--- src/rtl/id_ex_stage.sv ---
// id_ex_stage: ID/EX pipeline register with writeback bypass on capture, EX operand forwarding and load-use detection.
module id_ex_stage (
  input  logic        clk_i,
  input  logic        rst_n_i,
  input  logic        stall_i,
  input  logic        flush_i,
  input  logic        id_valid_i,
  input  logic [4:0]  id_rs1_addr_i,
  input  logic [4:0]  id_rs2_addr_i,
  input  logic [31:0] id_rs1_data_i,
  input  logic [31:0] id_rs2_data_i,
  input  logic [31:0] id_imm_i,
  input  logic        id_use_imm_i,
  input  logic [5:0]  id_aluop_i,
  input  logic [4:0]  id_rd_addr_i,
  input  logic        id_rd_we_i,
  input  logic        id_is_load_i,
  input  logic [4:0]  mem_rd_addr_i,
  input  logic        mem_rd_we_i,
  input  logic [31:0] mem_result_i,
  input  logic [4:0]  wb_rd_addr_i,
  input  logic        wb_rd_we_i,
  input  logic [31:0] wb_result_i,
  output logic [31:0] op1_o,
  output logic [31:0] op2_o,
  output logic [5:0]  aluop_o,
  output logic [31:0] store_data_o,
  output logic        ex_valid_o,
  output logic [4:0]  ex_rd_addr_o,
  output logic        ex_rd_we_o,
  output logic        load_use_o
);
  logic        ex_valid, use_imm, rd_we, is_load;
  logic [4:0]  rs1_addr, rs2_addr, rd_addr;
  logic [31:0] rs1_data, rs2_data, imm;
  logic [5:0]  aluop;
  logic [31:0] fwd1, fwd2;

  function automatic logic wb_hit(input logic [4:0] a);
    return wb_rd_we_i && a != 5'd0 && a == wb_rd_addr_i;
  endfunction

  function automatic logic mem_hit(input logic [4:0] a);
    return mem_rd_we_i && a != 5'd0 && a == mem_rd_addr_i;
  endfunction

  always_ff @(posedge clk_i or negedge rst_n_i) begin
    if (!rst_n_i) begin
      ex_valid <= 1'b0;
      rs1_addr <= '0;
      rs2_addr <= '0;
      rs1_data <= '0;
      rs2_data <= '0;
      imm      <= '0;
      use_imm  <= 1'b0;
      aluop    <= '0;
      rd_addr  <= '0;
      rd_we    <= 1'b0;
      is_load  <= 1'b0;
    end else if (flush_i || (!stall_i && load_use_o)) begin
      ex_valid <= 1'b0;
      rd_we    <= 1'b0;
      is_load  <= 1'b0;
    end else if (!stall_i) begin
      ex_valid <= id_valid_i;
      rs1_addr <= id_rs1_addr_i;
      rs2_addr <= id_rs2_addr_i;
      rs1_data <= wb_hit(id_rs1_addr_i) ? wb_result_i : id_rs1_data_i;
      rs2_data <= wb_hit(id_rs2_addr_i) ? wb_result_i : id_rs2_data_i;
      imm      <= id_imm_i;
      use_imm  <= id_use_imm_i;
      aluop    <= id_aluop_i;
      rd_addr  <= id_rd_addr_i;
      rd_we    <= id_rd_we_i;
      is_load  <= id_is_load_i;
    end
  end

  // MEM is the younger producer, so it takes precedence over WB
  assign fwd1 = mem_hit(rs1_addr) ? mem_result_i : wb_hit(rs1_addr) ? wb_result_i : rs1_data;
  assign fwd2 = mem_hit(rs2_addr) ? mem_result_i : wb_hit(rs2_addr) ? wb_result_i : rs2_data;

  assign op1_o        = fwd1;
  assign op2_o        = use_imm ? imm : fwd2;
  assign store_data_o = fwd2;
  assign aluop_o      = aluop;
  assign ex_valid_o   = ex_valid;
  assign ex_rd_addr_o = rd_addr;
  assign ex_rd_we_o   = rd_we & ex_valid;
  assign load_use_o   = ex_valid & is_load & rd_we & (rd_addr != 5'd0) & id_valid_i &
                        ((id_rs1_addr_i == rd_addr) | (id_rs2_addr_i == rd_addr));
endmodule

--- config.mk ---
export PLATFORM = sky130hd
export DESIGN_NAME = id_ex_stage
export DESIGN_NICKNAME = d
export VERILOG_FILES = /design/src/rtl/id_ex_stage.sv
export SDC_FILE = /design/constraint.sdc
export NUM_CORES = 1
export LEC_CHECK = 0
export CAP_MARGIN = 15
export CORE_UTILIZATION = 30
export DETAILED_ROUTE_END_ITERATION = 8
export HOLD_SLACK_MARGIN = 0.15
export MAX_ROUTING_LAYER = met4
export PLACE_DENSITY = 0.7
export SLEW_MARGIN = 15
export SYNTH_ARGS = -nofsm -noshare
export SYNTH_HDL_FRONTEND = slang
export SYNTH_SLANG_ARGS = --single-unit
--- constraint.sdc ---
create_clock -name clk_i -period 2.65 [get_ports clk_i]
set_input_delay 0.3975 -clock clk_i [delete_from_list [all_inputs] [get_ports clk_i]]
set_output_delay 0.3975 -clock clk_i [all_outputs]
set_load 0.02 [all_outputs]
==> impl_metrics.tcl <==
set metrics [dict create \
    ys_dominant_reg_cell "dfrtp_1" \
    ys_ff_latch 121 \
    timing.rr.start "ex_rd_addr_o[2]$_DFFE_PN0P_" \
    vias 7304 \
    ios 311 \
    drv_cap 0 \
    dp_slack_ps -678 \
    yosysSeqAreaShare_pct 39.6 \
    synth_common_cells "mux2_2, dfrtp_1, o21ai_0, nand2_1" \
    post-route-util_pct 54.3 \
    first_pass_iters 4 \
    swShare_pct 31.8 \
    tightest_slew_ps 733 \
    violations "negative setup slack" \
    synthArstFlopShare_pct 100 \
    drv_slew 0 \
    path_class "reg2out" \
    drtAntennaViolNets 0 \
    grt_pass1_wl_um 44700 \
    cp.arrival_ps 2680 \
    setup_viol 96 \
    synth-edff-count 0 \
    ys_warn_count 0 \
    stdcell_count 1461 \
    clkSinkCount 121 \
    hp-start "rs2_data[0]$_DFFE_PN0P_" \
    synth_xor_area_share_pct 4.35 \
    holdWs_ps 499 \
    drt-total-wl_um 29400 \
    critPathCaptureType "primary output" \
    synth_top_family_by_area "multiplexers" \
    worstPathMaxFanout 13 \
    htreeDepth 4 \
    synth-adder-area-share_pct 0 \
    pwr-share-seq_pct 28.6 \
    rsz0062_at_grt "yes" \
    leakagePower_nw 5.37 \
    synthCells 704 \
    yosys.area.top_type "dfrtp_1" \
    nNetsFinal 1318 \
    initial_utilization_pct 30.4 \
    cts_tree "built" \
    root_buffer "clkbuf_16" \
    hold_depth 1 \
    hold_viol 0 \
    die_y_um 162 \
    finalInstanceArea_mm2 0.0136 \
    clkTransAtPathRegs_ps 60 \
    grt_overflow 0 \
    drive_above_1_share_pct 49.8 \
    syn_nets 905 \
    relSlewSlack_pct 51.1 \
    fin_skew_ps 10.2 \
    muxShareOfSynthArea_pct 35.7 \
    dp_cells 1389 \
    clock_path_buffers 2 \
    worstPathRequired_ps 2250 \
    outcome "complete, but fails checks" \
    grt_usage_pct 23.3 \
    die_area_mm2 0.0261 \
    gp_congestion 0.851 \
    cp-start-kind "flip-flop" \
    wl_per_cell_um 20.1 \
    clock_power_share_pct 31.3 \
    p_int_mw 5.48 \
    hold_path_end "rs2_data[0]$_DFFE_PN0P_" \
    drt-initial-drc-count 244 \
    p_per_area_mw_per_mm2 589 \
    dpl.hpwl_um 20400 \
    grt_pass1_vias 7796 \
    fin_crit_ps 3070 \
    setup_ws_ps -423 \
    yosys.area_share.simple_pct 8.23 \
    synth.area.top_cells "dfrtp_1, mux2_2, mux2i_1" \
    drc 0 \
    r2r_end "imm[13]$_DFFE_PN0P_" \
    synth_most_common_cell "mux2_2" \
    insertion_delay_ps 410 \
    synth_top_area_share_pct 39.6 \
    place_area_mm2 0.0122 \
    area_growth_pct 78.4 \
    placeableCoreArea_mm2 0.0251 \
    pwr-share-comb_pct 40.1 \
    r2r_slack_ps 450 \
    fp-row-count 58 \
    portBuffers 310 \
    cts_inserted_buffers 17 \
    grt_max_degree 122 \
    ir_drop_uv 331 \
    drt-vias-per-instance 5.00 \
    ff2ff_path_depth 6 \
    die-width_um 162 \
    hp-class "reg2reg" \
    synth_compound_area_share_pct 8.50 \
    synth.avg_cell_area_um2 10.9 \
    synth_cell_types 33 \
    syn-cell-area_mm2 0.00764 \
    grt_antenna_before_repair 1 \
    power.switching_mw 2.55 \
    period_share_pct 116 \
    fmax_mhz 325 \
]
## worst max-delay path by stage
| stage | startpoint | to | slack, ps | cells after the start |
|---|---|---|---|---|
| CTS | rs2_addr[3]$_DFFE_PN0P_ | op2_o[29] | -440 | 8 |
| finish | rs2_addr[2]$_DFFE_PN0P_ | op2_o[29] | -420 | 8 |
| detailed placement | wb_rd_addr_i[2] | op1_o[8] | -680 | 10 |
| global placement | wb_rd_addr_i[2] | op1_o[8] | -700 | 10 |
| global route | rs2_addr[2]$_DFFE_PN0P_ | op2_o[29] | -490 | 8 |
| floorplan | rs2_addr[1]$_DFFE_PN0P_ | op2_o[0] | 40 | 7 |
## registers in the layout (all words and copies together), names as in the netlist
register	cells
use_imm	1
rs1_addr	5
ex_rd_addr_o	5
aluop_o	6
is_load	1
ex_valid_o	1
rs1_data	32
rd_we	1
rs2_addr	5
rs2_data	32
imm	32
## cell usage in the layout, fill, tap and decap left out, types with 21 or more instances in the layout
master / count
buf_4: 126
nand2_1: 36
dfrtp_1: 120
o21ai_1: 39
clkdlybuf4s50_1: 209
buf_6: 55
buf_12: 26
a31oi_2: 21
nand3_1: 34
mux2i_1: 27
nor3_1: 32
mux2_2: 204
## worst max-delay path, cell delays in order, from the launching register on
cell and delay, ps:
dfrtp_1 370, or4_4 590, o211ai_4 190, or2_4 240, buf_12 180, a31oi_2 120
buf_4 150, mux2_2 250, buf_2 160
## cells by family (layout without fill, tap and decap cells)
logic type	Yosys count	in the layout
flops	121	121
buf+inv	58	483
compound gates	112	112
other cells	0	2
xor+xnor	38	38
mux	246	246
simple gates	129	129
## area by class of cell
| type | count | area [µm²] |
|---|---|---|
| diodes | 2 | 5.00 |
| clock buffers | 20 | 457 |
| clock inverters | 11 | 171 |
| fillers | 2194 | 11500 |
| multi-input cells | 525 | 4950 |
| flip-flops and latches | 121 | 3030 |
| well taps | 330 | 413 |
| repair buffers | 452 | 4610 |
## layer usage
layer	share of wire [%]	track usage, %	vias to the layer above	routed length, µm
met5	0	-	-	0
met4	2.4	8.28	0	707
met1	43	28.7	3583	12600
li1	-	-	3415	-
met2	50	38.7	263	14700
met3	4.6	3.31	43	1350
## power groups by stage
stage               sequential, mW  clock (mW)  combinational (mW)
floorplan                     2.30           0                1.42
global placement              2.29           0                2.97
detailed placement            2.31           0                2.99
CTS                           2.28        2.56                3.06
global route                  2.33        2.66                3.40
finish                        2.29        2.52                3.22
## stage by stage
stage / power, mW / setup TNS (ps)
2_1_floorplan: 3.72 / 0
3_3_place_gp: 5.26 / -50470
3_5_place_dp: 5.30 / -53890
4_1_cts: 7.90 / -23920
5_1_grt: 8.40 / -28440
6_report: 8.03 / -20240
## what timing repair did
item | 4_1_cts | 5_1_grt
cloned | 7 | 1
buffers inserted | 23 | 15
hold buffers | 1 | 0
pin swaps | 28 | 27
hold endpoints to repair | 79 | 0
resized for setup | 539 | 123
setup endpoints to repair | 97 | 96
No activity file was read; power rests on OpenSTA's default activity.
